==> config.mk <==
export PLATFORM = sky130hd
export DESIGN_NAME = pipelined_add_sub
export DESIGN_NICKNAME = d
export VERILOG_FILES = /design/src/rtl/pipelined_add_sub.sv
export SDC_FILE = /design/constraint.sdc
export NUM_CORES = 1
export LEC_CHECK = 0
export CAP_MARGIN = 25
export CORE_MARGIN = 1
export CORE_UTILIZATION = 55
export DETAILED_ROUTE_END_ITERATION = 10
export GPL_ROUTABILITY_DRIVEN = 0
export MAX_ROUTING_LAYER = met4
export PLACE_DENSITY = 0.86
export SYNTH_ARGS = -nofsm -noshare
export SYNTH_HDL_FRONTEND = slang
export SYNTH_SLANG_ARGS = --single-unit
==> constraint.sdc <==
create_clock -name clk -period 2.45 [get_ports clk]
set_input_delay 0.3675 -clock clk [delete_from_list [all_inputs] [get_ports clk]]
set_output_delay 0.3675 -clock clk [all_outputs]
set_load 0.1 [all_outputs]
==> src/rtl/pipelined_add_sub.sv <==
// pipelined_add_sub
//   Pipelined adder/subtractor. A WIDTH-bit carry chain is cut into STAGES
//   registered segments of SEG = WIDTH/STAGES bits each. Subtraction is done
//   as a + ~b + !cin, so the operand inversion and the effective carry-in are
//   applied once, at the input. A single global enable (adv) moves the whole
//   pipeline; a stalled output freezes every stage.
//
// Ports
//   clk        rising-edge clock
//   rst_n      asynchronous reset, active low
//   in_valid   operands on a/b/cin/sub are valid
//   in_ready   block accepts operands this cycle (= !out_valid | out_ready)
//   a, b       WIDTH-bit operands
//   cin        carry-in (add) / borrow-in (sub)
//   sub        0: add, 1: subtract
//   out_valid  s/cout/ovf hold a valid result
//   out_ready  downstream consumes the result this cycle
//   s          WIDTH-bit result
//   cout       carry-out; in subtract mode 1 = no borrow
//   ovf        two's-complement signed overflow
module pipelined_add_sub #(
  parameter int WIDTH  = 16,
  parameter int STAGES = 4
) (
  input  logic             clk,
  input  logic             rst_n,
  input  logic             in_valid,
  output logic             in_ready,
  input  logic [WIDTH-1:0] a,
  input  logic [WIDTH-1:0] b,
  input  logic             cin,
  input  logic             sub,
  output logic             out_valid,
  input  logic             out_ready,
  output logic [WIDTH-1:0] s,
  output logic             cout,
  output logic             ovf
);

  localparam int SEG = WIDTH / STAGES;

  // Global pipeline enable: everything advances unless a valid result is
  // being held back by the consumer.
  logic adv;
  assign adv      = !out_valid || out_ready;
  assign in_ready = adv;

  genvar gi;
  for (gi = 0; gi < STAGES; gi++) begin : g_stage
    localparam int LO = gi * SEG;
    localparam int HI = (gi + 1) * SEG;

    // Operand bits still to be summed, from bit LO upwards. The inverted b
    // travels instead of b plus a mode bit, so mode needs no register.
    logic [WIDTH-1:LO] a_in;
    logic [WIDTH-1:LO] b_in;
    logic              c_in;
    logic              v_in;
    logic [SEG:0]      seg_sum;
    logic [HI-1:0]     s_next;

    // Sum bits produced so far plus this stage's carry-out and valid.
    logic [HI-1:0]     s_reg;
    logic              c_reg;
    logic              v_reg;

    assign seg_sum = {1'b0, a_in[LO +: SEG]} + {1'b0, b_in[LO +: SEG]}
                   + {{SEG{1'b0}}, c_in};

    if (gi == 0) begin : g_src
      assign a_in   = a;
      assign b_in   = b ^ {WIDTH{sub}};
      assign c_in   = cin ^ sub;
      assign v_in   = in_valid;
      assign s_next = seg_sum[SEG-1:0];
    end else begin : g_src
      assign a_in   = g_stage[gi-1].g_fwd.a_reg;
      assign b_in   = g_stage[gi-1].g_fwd.b_reg;
      assign c_in   = g_stage[gi-1].c_reg;
      assign v_in   = g_stage[gi-1].v_reg;
      assign s_next = {seg_sum[SEG-1:0], g_stage[gi-1].s_reg};
    end

    always_ff @(posedge clk or negedge rst_n) begin
      if (!rst_n) begin
        s_reg <= '0;
        c_reg <= 1'b0;
        v_reg <= 1'b0;
      end else if (adv) begin
        s_reg <= s_next;
        c_reg <= seg_sum[SEG];
        v_reg <= v_in;
      end
    end

    // Only the upper, not-yet-summed operand bits are carried forward; the
    // last stage has nothing left to forward.
    if (gi < STAGES - 1) begin : g_fwd
      logic [WIDTH-1:HI] a_reg;
      logic [WIDTH-1:HI] b_reg;

      always_ff @(posedge clk or negedge rst_n) begin
        if (!rst_n) begin
          a_reg <= '0;
          b_reg <= '0;
        end else if (adv) begin
          a_reg <= a_in[WIDTH-1:HI];
          b_reg <= b_in[WIDTH-1:HI];
        end
      end
    end
  end

  // Carry into the MSB is recovered from the MSB sum bit (a ^ b ^ c), then
  // XORed with the carry out of the MSB.
  logic ovf_next;
  logic ovf_reg;

  assign ovf_next = g_stage[STAGES-1].a_in[WIDTH-1]
                  ^ g_stage[STAGES-1].b_in[WIDTH-1]
                  ^ g_stage[STAGES-1].seg_sum[SEG-1]
                  ^ g_stage[STAGES-1].seg_sum[SEG];

  always_ff @(posedge clk or negedge rst_n) begin
    if (!rst_n) begin
      ovf_reg <= 1'b0;
    end else if (adv) begin
      ovf_reg <= ovf_next;
    end
  end

  assign out_valid = g_stage[STAGES-1].v_reg;
  assign s         = g_stage[STAGES-1].s_reg;
  assign cout      = g_stage[STAGES-1].c_reg;
  assign ovf       = ovf_reg;

endmodule

== Word-level counts from Yosys, hierarchy flattened ==
Index checks and enable logic that the tools add are counted.

* Word-level logic and storage cells: 34
* Input port bits: 38
* Output and inout bits: 20
* Register bits: 97

* Bitwise operators: 5
* $add $sub $neg: 8
* Reduce and logical (&&, ||, !) cells: 2

{| class="wikitable"
|+ Operators with widths
! kind !! count
|-
| $add A4 B4 Y5 || 4
|-
| $add A5 B1 Y5 || 4
|-
| $xor A16 B16 Y16 || 1
|-
| $xor A1 B1 Y1 || 4
|-
| $logic_not A1 Y1 || 1
|-
| $logic_or A1 B1 Y1 || 1
|}

== Logic depth before layout (Yosys ltp) ==
Gate-level depths: netlist of run 1.

* Depth after elaboration: 4
* Gate-level depth with buffers: 8
* Gate-level depth less buffers: 7

== Worst setup path after synthesis of run 1 ==
Ideal clock, no wire load.

* Kind: input to register
* Start: input port sub
* End: register g_stage[0].c_reg
* Path slack: 0.259 ns
* Buffers on the path: 2
* Cell stages on the path: 8
* Required time: 2.297 ns
* Arrival: 2.038 ns
* Path through: buf_4 > buf_6 > xor2_1 > fa_1 > fa_1 > a21o_1 > a21oi_1 > a21oi_1

* Longest elaborated chain between the ends: 3
* Elaborated cells on any way between the ends: 4
* Classes of those cells: add/sub (2); bitwise (2)

{| class="wikitable"
|+ Ends and longest elaborated chain
! what !! line !! RTL
|-
| start: declaration || 32 || <nowiki>input logic sub,</nowiki>
|-
| $xor A16 B16 Y16 || 72 || <nowiki>assign b_in = b ^ {WIDTH{sub}};</nowiki>
|-
| $add A4 B4 Y5 || 67 || <nowiki>assign seg_sum = {1'b0, a_in[LO +: SEG]} + {1'b0, b_in[LO +: SEG]}</nowiki>
|-
| $add A5 B1 Y5 (*) || 68 || <nowiki>+ {{SEG{1'b0}}, c_in};</nowiki>
|-
| end signal: assignment || 91 || <nowiki>c_reg <= seg_sum[SEG];</nowiki>
|-
| end: declaration || 64 || <nowiki>logic c_reg;</nowiki>
|}

Every way passes the cells marked *; elsewhere a longest branch is shown, timed or not.
A chain may end at the register's enable or synchronous reset.

== Worst setup path after layout of run 1 ==
Same ends and word-level chain as after synthesis.

==> results of run 1 <==
## logic make-up (layout without fill, tap and decap cells)
logic type / count (synthesis) / in the layout / synth area share
adders and majority gates: 20 / 20 / 0.07241
DFF: 97 / 97 / 0.5664
and+or+nand+nor: 236 / 236 / 0.2102
xor gates and xnor gates: 26 / 26 / 0.05314
buffers and inverters: 27 / 82 / 0.04175
AOI/OAI and AO/OA: 43 / 43 / 0.05606
## final timing paths
path | depth (start not counted) | slack, ps | to
worst min-delay path | 1 | -9 | g_stage[0].g_fwd.b_reg[4]
worst max register to register | 5 | 550 | g_stage[1].c_reg
min in group clk | 2 | 470 | g_stage[1].s_reg[1]
worst min register to register | 2 | 470 | g_stage[1].s_reg[1]
max in group asynchronous | 2 | 1810 | s[1]
worst max-delay path | 7 | 210 | g_stage[0].c_reg
## power by group through the flow
stage | clock (mW) | combinational [mW] | sequential, mW
floorplan | 0 | 1.58 | 3.76
global placement | 0 | 3.24 | 2.72
detailed placement | 0 | 3.36 | 2.76
CTS | 1.01 | 3.40 | 2.74
global route | 1.07 | 3.70 | 2.83
finish | 0.997 | 3.36 | 2.73
## worst max-delay path, stage by stage
cell	delay, ps
clkdlybuf4s50_1	580
xor2_1	250
fa_1	460
fa_1	410
a21o_1	190
a21oi_1	130
a21oi_1	80
## Yosys cell counts, drive strengths merged
| library cell | instances |
|---|---|
| a21o | 7 |
| a21oi | 14 |
| buf | 22 |
| clkbuf | 1 |
| dfrtp | 97 |
| fa | 8 |
| ha | 12 |
| inv | 4 |
| nand2 | 225 |
| nand2b | 2 |
| nor2 | 8 |
| nor2b | 1 |
| o21ai | 21 |
| o2bb2ai | 1 |
| xnor2 | 16 |
| xor2 | 10 |
## cell type report
| class | count | area, sq um |
|---|---|---|
| Clock buffer | 9 | 123.9 |
| Clock inverter | 5 | 57.56 |
| Fill cell | 552 | 2371 |
| Inverter | 4 | 17.52 |
| Multi-Input combinational cell | 325 | 1679 |
| Sequential cell | 97 | 2427 |
| Tap cell | 99 | 123.9 |
| Timing Repair Buffer | 64 | 608.1 |
## metal layers
metal,vias up,part of all wire,track usage
li1,1496,-,-
met1,1401,0.45,0.2822
met2,53,0.50,0.3581
met3,15,0.027,0.03114
met4,0,0.023,0.09543
met5,-,0,-
## stage by stage
step           setup WS, ps  hold WS, ps  utilization
2_1_floorplan         259.4        71.91            -
3_3_place_gp         -94.99        396.8       0.6555
3_5_place_dp         -182.6        403.0       0.6555
4_1_cts               204.9        13.71       0.6800
5_1_grt               127.5        38.37       0.6800
6_report              212.9       -9.111       0.6800
==> metrics.yaml, run 1 <==
run_status:
  status: "finished with violations"
  violations: "hold timing"
drt:
  drtIter0Drc: 193
  antenna_left: 0
  wl_um: 7822
  vias: 2965
  drcViolationCount: 0
  routedWlPerCell_um: 12.97
  vias_per_cell: 4.917
  firstDrtPassIters: 4
placement:
  hpwl_um: 5317
  dp_cells: 589
  port_buffers: 57
  dpl_cell_area_sq_um: 4856
clock_network:
  cts_htree_levels: 3
  root_buffer: "clkbuf_8"
  post-cts-setup-buffers: 0
  clk_pin_slew_ps: 90
  cts-resized-gates: 0
  cts.path.max_buffers: 2
  holdBufCountCts: 0
  numCtsBuffers: 9
  cts_tree: "done"
  clk_latency_ps: 360
  cts.sinks: 97
power:
  finalPower_mw: 7.091
  p_leak_nw: 2.557
  p_sw_mw: 3.281
  power_density_nw_per_um2: 1408
  p_int_mw: 3.810
  seqPwrFrac: 0.385
  pwr-share-comb: 0.474
  p_clk_frac: 0.141
  swShare: 0.4628
  peakVddDrop_v: 0.001031
floorplan:
  coreArea_sq_um: 7408
  io_pins: 58
  fp.dieH_um: 90.27
  placementRows: 31
  start_util: 0.5784
  die_area_sq_um: 8149
  chipWidth_um: 90.27
timing:
  worst_slew_pin_slew_ps: 583.0
  fmax_ghz: 0.4470
  rsz0062_at_grt: "no"
  slew_violations: 0
  hold_violations: 3
  setup_viol: 0
  fin_crit_sh: 0.9131
  setup_tns_ps: 0
  period_minus_slack_ps: 2237
  fin_skew_ps: 10.18
  holdWs_ps: -9.111
  slew_headroom: 0.6113
final_layout:
  layout.nets: 559
  final_layout_size_suffix_gt1_frac: 0.08929
  syn_to_final_growth_pct: 17.55
  final_cell_mix: "225 x nand2_1, 97 x dfrtp_1, 36 x clkdlybuf4s50_1"
  layout_commonest_cell: "nand2_1"
  finalNonFillerCells: 603
  final_cell_area_sq_um: 5037
  n_antenna_cell: 0
global_routing:
  track_usage: 0.2214
  grt_first_pass_wirelength_um: 13740
  grt_pass1_vias: 3024
  grt_max_degree: 107
  antenna_found_initial: 0
  grt_overflow: 0
logic_synthesis:
  synth-seq-cells: 97
  ys_top_cells_by_area: "dfrtp_1 57%, nand2_1 20%, fa_1 3.7%, ha_1 3.5%, xnor2_1 3.3%"
  synth_top_area_frac: 0.5664
  synth.yosys.seq_area_share: 0.5664
  netlist_area_sq_um: 4285
  synth_nets: 507
  synth_top_area_cell: "dfrtp_1"
  syn_area_per_cell_sq_um: 9.544
  synth_cell_types: 20
  synthCells: 449
  yosysWarningCount: 0
setup_path:
  crit_type: "input pin to register"
  cp.arrival_ps: 2470
  endpoint_kind: "register"
  worstSetupStartpoint: "sub"
  start_kind: "input pin"
  critPathMaxFanout: 5
  required_ps: 2690
  r2r-start: "g_stage[0].c_reg"
run:
  max_cap_viol_count: 0
hold_path:
  hold_class: "input pin to asynchronous set/reset pin"
(Power assumes the default switching activity.)
==> inputs of run 2 (changes only) <==
Settings changed: CORE_MARGIN 1 to 3, PLACE_DENSITY 0.86 to 0.8, SETUP_SLACK_MARGIN set to 0.5.
==> run 2 against run 1 <==
The flow now finishes without violations. Highest routed layer unchanged. Setup slack improved by 390 ps. Clock skew is 0.99 ps higher. Total power rose by 2.4%. Largest cell class unchanged. Combinational power decreased by 1%. Cell area is 1.8% higher. Non-clock buffer count fell by 1. Critical path depth did not move.
==> metrics.yaml, run 2 (synthesis results as in run 1) <==
run_status:
  status: "complete, no violations"
clock_network:
  cts_htree_levels: 3  # unchanged
  cts.sinks: 97  # unchanged
  numCtsBuffers: 9  # unchanged
  cts_tree: "done"
  cts.path.max_buffers: 2  # unchanged
  root_buffer: "clkbuf_8"
  clk_pin_slew_ps: 80  # about the same
  clk_latency_ps: 350  # about the same
  post-cts-setup-buffers: 0  # unchanged
drt:
  drcViolationCount: 0  # unchanged
  met1_length_um: 3420  # -2.1%
  antenna_left: 0  # unchanged
  vias_per_cell: 4.866  # -1.0%
  firstDrtPassIters: 4  # unchanged
  routed-wl-met3_um: 305  # +43%
  drtIter0Drc: 172  # -11%
  wl_um: 7440  # -4.9%
  top_layer_used: "met4"
  vias: 2934  # -1.0%
  wl_met2_um: 3569  # -9.2%
  routedWlPerCell_um: 12.34  # -4.9%
final_layout:
  n_antenna_cell: 0  # unchanged
  final_layout_size_suffix_gt1_frac: 0.09722  # +0.007937
  final_core_util: 0.6919  # +0.01199
  syn_to_final_growth_pct: 19.62
  layout_commonest_cell: "nand2_1"
  nFillCells: 577  # +4.5%
  final_cell_mix: "225 x nand2_1, 96 x dfrtp_1, 34 x clkdlybuf4s50_1"
  layout.nets: 558  # -0.18%
setup_path:
  cp-endpoint: "g_stage[0].c_reg"
  start_kind: "input pin"
  path_delay_family: "adder cells"
  critPathMaxFanout: 2  # -3
  cp.arrival_ps: 2070  # -400 ps
  worstSetupStartpoint: "cin"
  required_ps: 2670  # -20 ps
  r2r-start: "g_stage[0].c_reg"
  critPathBufInv: 1  # unchanged
  worst-path-stages: 7  # unchanged
  crit_type: "input pin to register"
  r2r-end: "g_stage[1].c_reg"
  slowest_delay_ps: 410  # -170 ps
  cp_slowest_cell: "clkdlybuf4s50_1"
  endpoint_kind: "register"
  crit_chain: "clkdlybuf4s50_1, xor2_1, fa_2, fa_2, a21o_1, a21oi_1, a21oi_1"
  reg2reg_depth: 5  # unchanged
  rrSetupSlack_ps: 610  # +60 ps
global_routing:
  antenna_found_initial: 0  # unchanged
  grt_overflow: 0  # unchanged
  track_usage: 0.1904  # -0.03097
  grt_max_degree: 107  # unchanged
  grt_first_pass_wirelength_um: 12940  # -5.8%
  grt_pass1_vias: 2865  # -5.3%
timing:
  period_minus_slack_ps: 1852  # -385.2 ps
  fmax_ghz: 0.5400  # +21%
  worst_slew_pin_slew_ps: 528.4  # -54.68 ps
  slew_headroom: 0.6478  # +0.03645
  slew_violations: 0  # unchanged
  setup_viol: 0  # unchanged
  holdWs_ps: 464.8  # +473.9 ps
  fin_crit_sh: 0.7559  # -0.1572
  setup_tns_ps: 0  # unchanged
  rsz0062_at_grt: "no"
  fin_skew_ps: 11.17  # +0.9904 ps
  hold_violations: 0  # -3
power:
  power_density_nw_per_um2: 1416  # +0.58%
  finalPower_mw: 7.258  # +2.4%
  p_leak_nw: 2.594  # +1.4%
  peakVddDrop_v: 0.0004683  # -55%
floorplan:
  start_util: 0.5784  # unchanged
  chipWidth_um: 94.27  # +4.4%
  coreArea_sq_um: 7408  # unchanged
  io_pins: 58  # unchanged
  placementRows: 31  # unchanged
  fp.dieH_um: 94.27  # +4.4%
  die_area_sq_um: 8887  # +9.1%
run:
  max_cap_viol_count: 0  # unchanged
placement:
  port_buffers: 57  # unchanged
  hpwl_um: 4758  # -11%
hold_path:
  hold_class: "register to register"
[run 2: layout make-up]
type	instances	area [sq um]	area share
multi-input combinational	325	1694	0.3305
sequential	97	2429	0.4738
timing repair buffer	63	620.6	0.1211
clock buffer	10	137.6	0.02685
clock inverter	5	103.9	0.02026
tap	99	123.9	0.02416
inverter	4	17.52	0.003417
[run 2: layer usage]
metal / up-vias / track usage
met5: - / -
met4: 0 / 0.06859
met3: 15 / 0.03686
met2: 52 / 0.3097
met1: 1369 / 0.2397
li1: 1498 / -
[run 2: how the worst min path moves through the flow]
stage | start | end | slack, ps | cells after the start
2_1_floorplan | rst_n | cout | 70 | 0
3_3_place_gp | rst_n | s[4] | 380 | 1
3_5_place_dp | rst_n | s[3] | 390 | 1
4_1_cts | g_stage[2].v_reg | out_valid | 470 | 1
5_1_grt | g_stage[2].v_reg | out_valid | 480 | 1
6_report | g_stage[2].v_reg | out_valid | 460 | 1
[run 2: metrics by stage]
step	cell area, sq um	worst slack [ps]	instances
floorplan	4323	410.6	449
global placement	4867	60.73	587
detailed placement	4867	26.09	587
CTS	5121	518.2	603
global route	5126	546.4	603
finish	5126	598.1	603
[run 2: timing repair]
item / CTS / global route
endpoints found under the hold margin: 10 / 0
resized for setup: 2 / 2
pin swaps: 1 / 1
hold buffers: 1 / 0
endpoints found under the setup margin: 2 / 2
[run 2: power by group]
group | leakage (nW) | internal (mW) | total [mW] | switching (mW)
combinational | 1.30 | 1.04 | 3.32 | 2.28
clock | 0.122 | 0.701 | 1.23 | 0.526
sequential | 1.17 | 2.31 | 2.72 | 0.401
==> inputs of run 3 (changes only) <==
Settings changed: CORE_UTILIZATION 55 to 49, PLACE_DENSITY 0.8 to 0.75.
Clock period 2.45 ns to 1.7 ns, I/O delays scaled along.
==> run 3 against run 2 <==
The flow now finishes with violations (setup timing). Utilization rose by 17 points. Cell count up 11%. Highest routed layer unchanged. Sequential power increased by 65%. Sequential share of layout area is 14 points lower. Flip-flop and latch count unchanged. Count of clock-buffer cells in the layout is the same. Non-clock buffer count increased by 61. Cell area increased by 41%. Critical path type is now register to register. Setup slack worse by 680 ps. Wire length increased by 96%.
==> metrics.yaml, run 3 (synthesis results as in run 1) <==
drt:
  firstDrtPassIters: 5  # +1
  routedWlPerCell_um: 21.68  # +76%
  drtIter0Drc: 224  # +30%
  vias_per_cell: 5.659  # +16%
  antenna_left: 0  # unchanged
  wl_um: 14550  # +96%
  drcViolationCount: 0  # unchanged
  vias: 3797  # +29%
clock_network:
  root_buffer: "clkbuf_8"
  cts_tree: "done"
  cts_htree_levels: 3  # unchanged
  cts.sinks: 97  # unchanged
  numCtsBuffers: 9  # unchanged
  cts.path.max_buffers: 2  # unchanged
  clk_latency_ps: 370  # +20 ps
  clk_pin_slew_ps: 110  # +30 ps
final_layout:
  final_layout_size_suffix_gt1_frac: 0.5159  # +0.4187
  final_core_util: 0.8650  # +0.1730
  layout_commonest_cell: "dfrtp_1"
  layout.nets: 619  # +11%
  nFillCells: 344  # -40%
  n_antenna_cell: 0  # unchanged
  syn_to_final_growth_pct: 68.35
  multi_input_area_sq_um: 2467  # +46%
  seqCellArea_sq_um: 2435  # +0.26%
  final_cell_mix: "93 x dfrtp_1, 91 x nand2_2, 88 x nand2_1"
power:
  p_sw_mw: 6.922  # +120%
  swShare: 0.4603  # +0.01838
  seqPwrFrac: 0.299  # -0.075
  p_leak_nw: 3.501  # +35%
  p_int_mw: 8.114  # +100%
  power_density_nw_per_um2: 2084  # +47%
  p_clk_frac: 0.094  # -0.075
  pwr-share-comb: 0.607  # +0.150
  peakVddDrop_v: 0.001099  # +130%
timing:
  fin_skew_ps: 20.42  # +9.242 ps
  setup_tns_ps: -214.1  # -214.1 ps
  slew_violations: 0  # unchanged
  rsz0062_at_grt: "yes"
  slew_headroom: 0.7307  # +0.08294
  final.setup.worst_slack_ps: -82.56  # -680.6 ps
  fin_crit_sh: 1.049
  fmax_ghz: 0.5610
  period_minus_slack_ps: 1783
  setup_viol: 6  # +6
  hold_violations: 0  # unchanged
  worst_slew_pin_slew_ps: 404.0  # -124.4 ps
setup_path:
  start_kind: "register"
  cp-endpoint: "g_stage[2].c_reg"
  r2r-end: "g_stage[2].c_reg"
  rrSetupSlack_ps: -80  # -690 ps
  r2r-start: "g_stage[1].g_fwd.b_reg[8]"
  reg2reg_depth: 5  # unchanged
  cp.arrival_ps: 2030  # -40 ps
  critPathMaxFanout: 2  # unchanged
  worstSetupStartpoint: "g_stage[1].g_fwd.b_reg[8]"
  crit_type: "register to register"
  endpoint_kind: "register"
  required_ps: 1940  # -730 ps
placement:
  hpwl_um: 5002  # +5.1%
  port_buffers: 57  # unchanged
global_routing:
  grt_pass1_vias: 3595  # +25%
  antenna_found_initial: 0  # unchanged
  grt_first_pass_wirelength_um: 17970  # +39%
  grt_overflow: 0  # unchanged
  grt_max_degree: 41  # -62%
  track_usage: 0.2445  # +0.05408
hold_path:
  hold_class: "input pin to asynchronous set/reset pin"
run:
  max_cap_viol_count: 0  # unchanged
floorplan:
  die_area_sq_um: 9904  # +11%
  start_util: 0.5138  # -0.06465
  chipWidth_um: 99.52  # +5.6%
  fp.dieH_um: 99.52  # +5.6%
  coreArea_sq_um: 8341  # +13%
  io_pins: 58  # unchanged
  placementRows: 33  # +6.5%
run_status:
  status: "finished with violations"
  violations: "setup timing"
run 3: worst min path at each step:
| stage | startpoint | endpoint | slack, ps | cells after the start |
|---|---|---|---|---|
| finish | rst_n | s[3] | 340 | 2 |
| global route | rst_n | s[3] | 360 | 2 |
| CTS | rst_n | s[3] | 350 | 2 |
| detailed placement | rst_n | s[3] | 210 | 1 |
| global placement | rst_n | s[3] | 200 | 1 |
| floorplan | rst_n | cout | -40 | 0 |
run 3: critical path: stages (launching register included):
cell	delay, ps
dfrtp_1	420
fa_2	430
fa_2	380
a21o_1	210
a21oi_2	140
a21oi_1	90
run 3: power by group through the flow:
stage                     Sequential [mW]  Combinational (mW)  Clock [mW]
final                                4.50                9.13        1.41
after floorplan                      5.43                2.56           0
after global routing                 4.58                9.53        1.51
after CTS                            4.15                7.48        1.38
after detailed placement             4.11                5.61           0
after global placement               4.06                5.51           0
run 3: metrics by stage:
step	setup WS (ps)	instance area, sq um	power [mW]	hold slack (ps)	cells
6_report	-82.56	7214	15.04	340.1	671
5_1_grt	-113.3	7214	15.62	356.0	671
4_1_cts	-9.288	6447	13.00	346.6	650
3_5_place_dp	-668.5	5253	9.720	207.2	599
3_3_place_gp	-576.6	5253	9.563	200.5	599
2_1_floorplan	-216.0	4429	7.998	-40.59	449
run 3: what timing repair did:
item	4_1_cts	5_1_grt
pin swaps	117	54
hold endpoints to repair	25	0
gates cloned	18	7
setup endpoints to repair	101	117
setup buffers	16	14
resized for setup	151	134
hold buffers	1	0
run 3: area by class of cell:
type | instances | share of cell area
Clock buffer | 10 | 0.01769
Multi-Input combinational cell | 325 | 0.3420
Tap cell | 105 | 0.01821
Sequential cell | 97 | 0.3375
Clock inverter | 6 | 0.005897
Timing Repair Buffer | 124 | 0.2759
Inverter | 4 | 0.002775
run 3: routing by layer:
| layer | GRT usage | vias up | wire, um |
|---|---|---|---|
| li1 | - | 1638 | - |
| met1 | 0.3027 | 1911 | 5327 |
| met2 | 0.4065 | 198 | 7643 |
| met3 | 0.04698 | 50 | 1104 |
| met4 | 0.07983 | 0 | 474 |
| met5 | - | - | 0 |
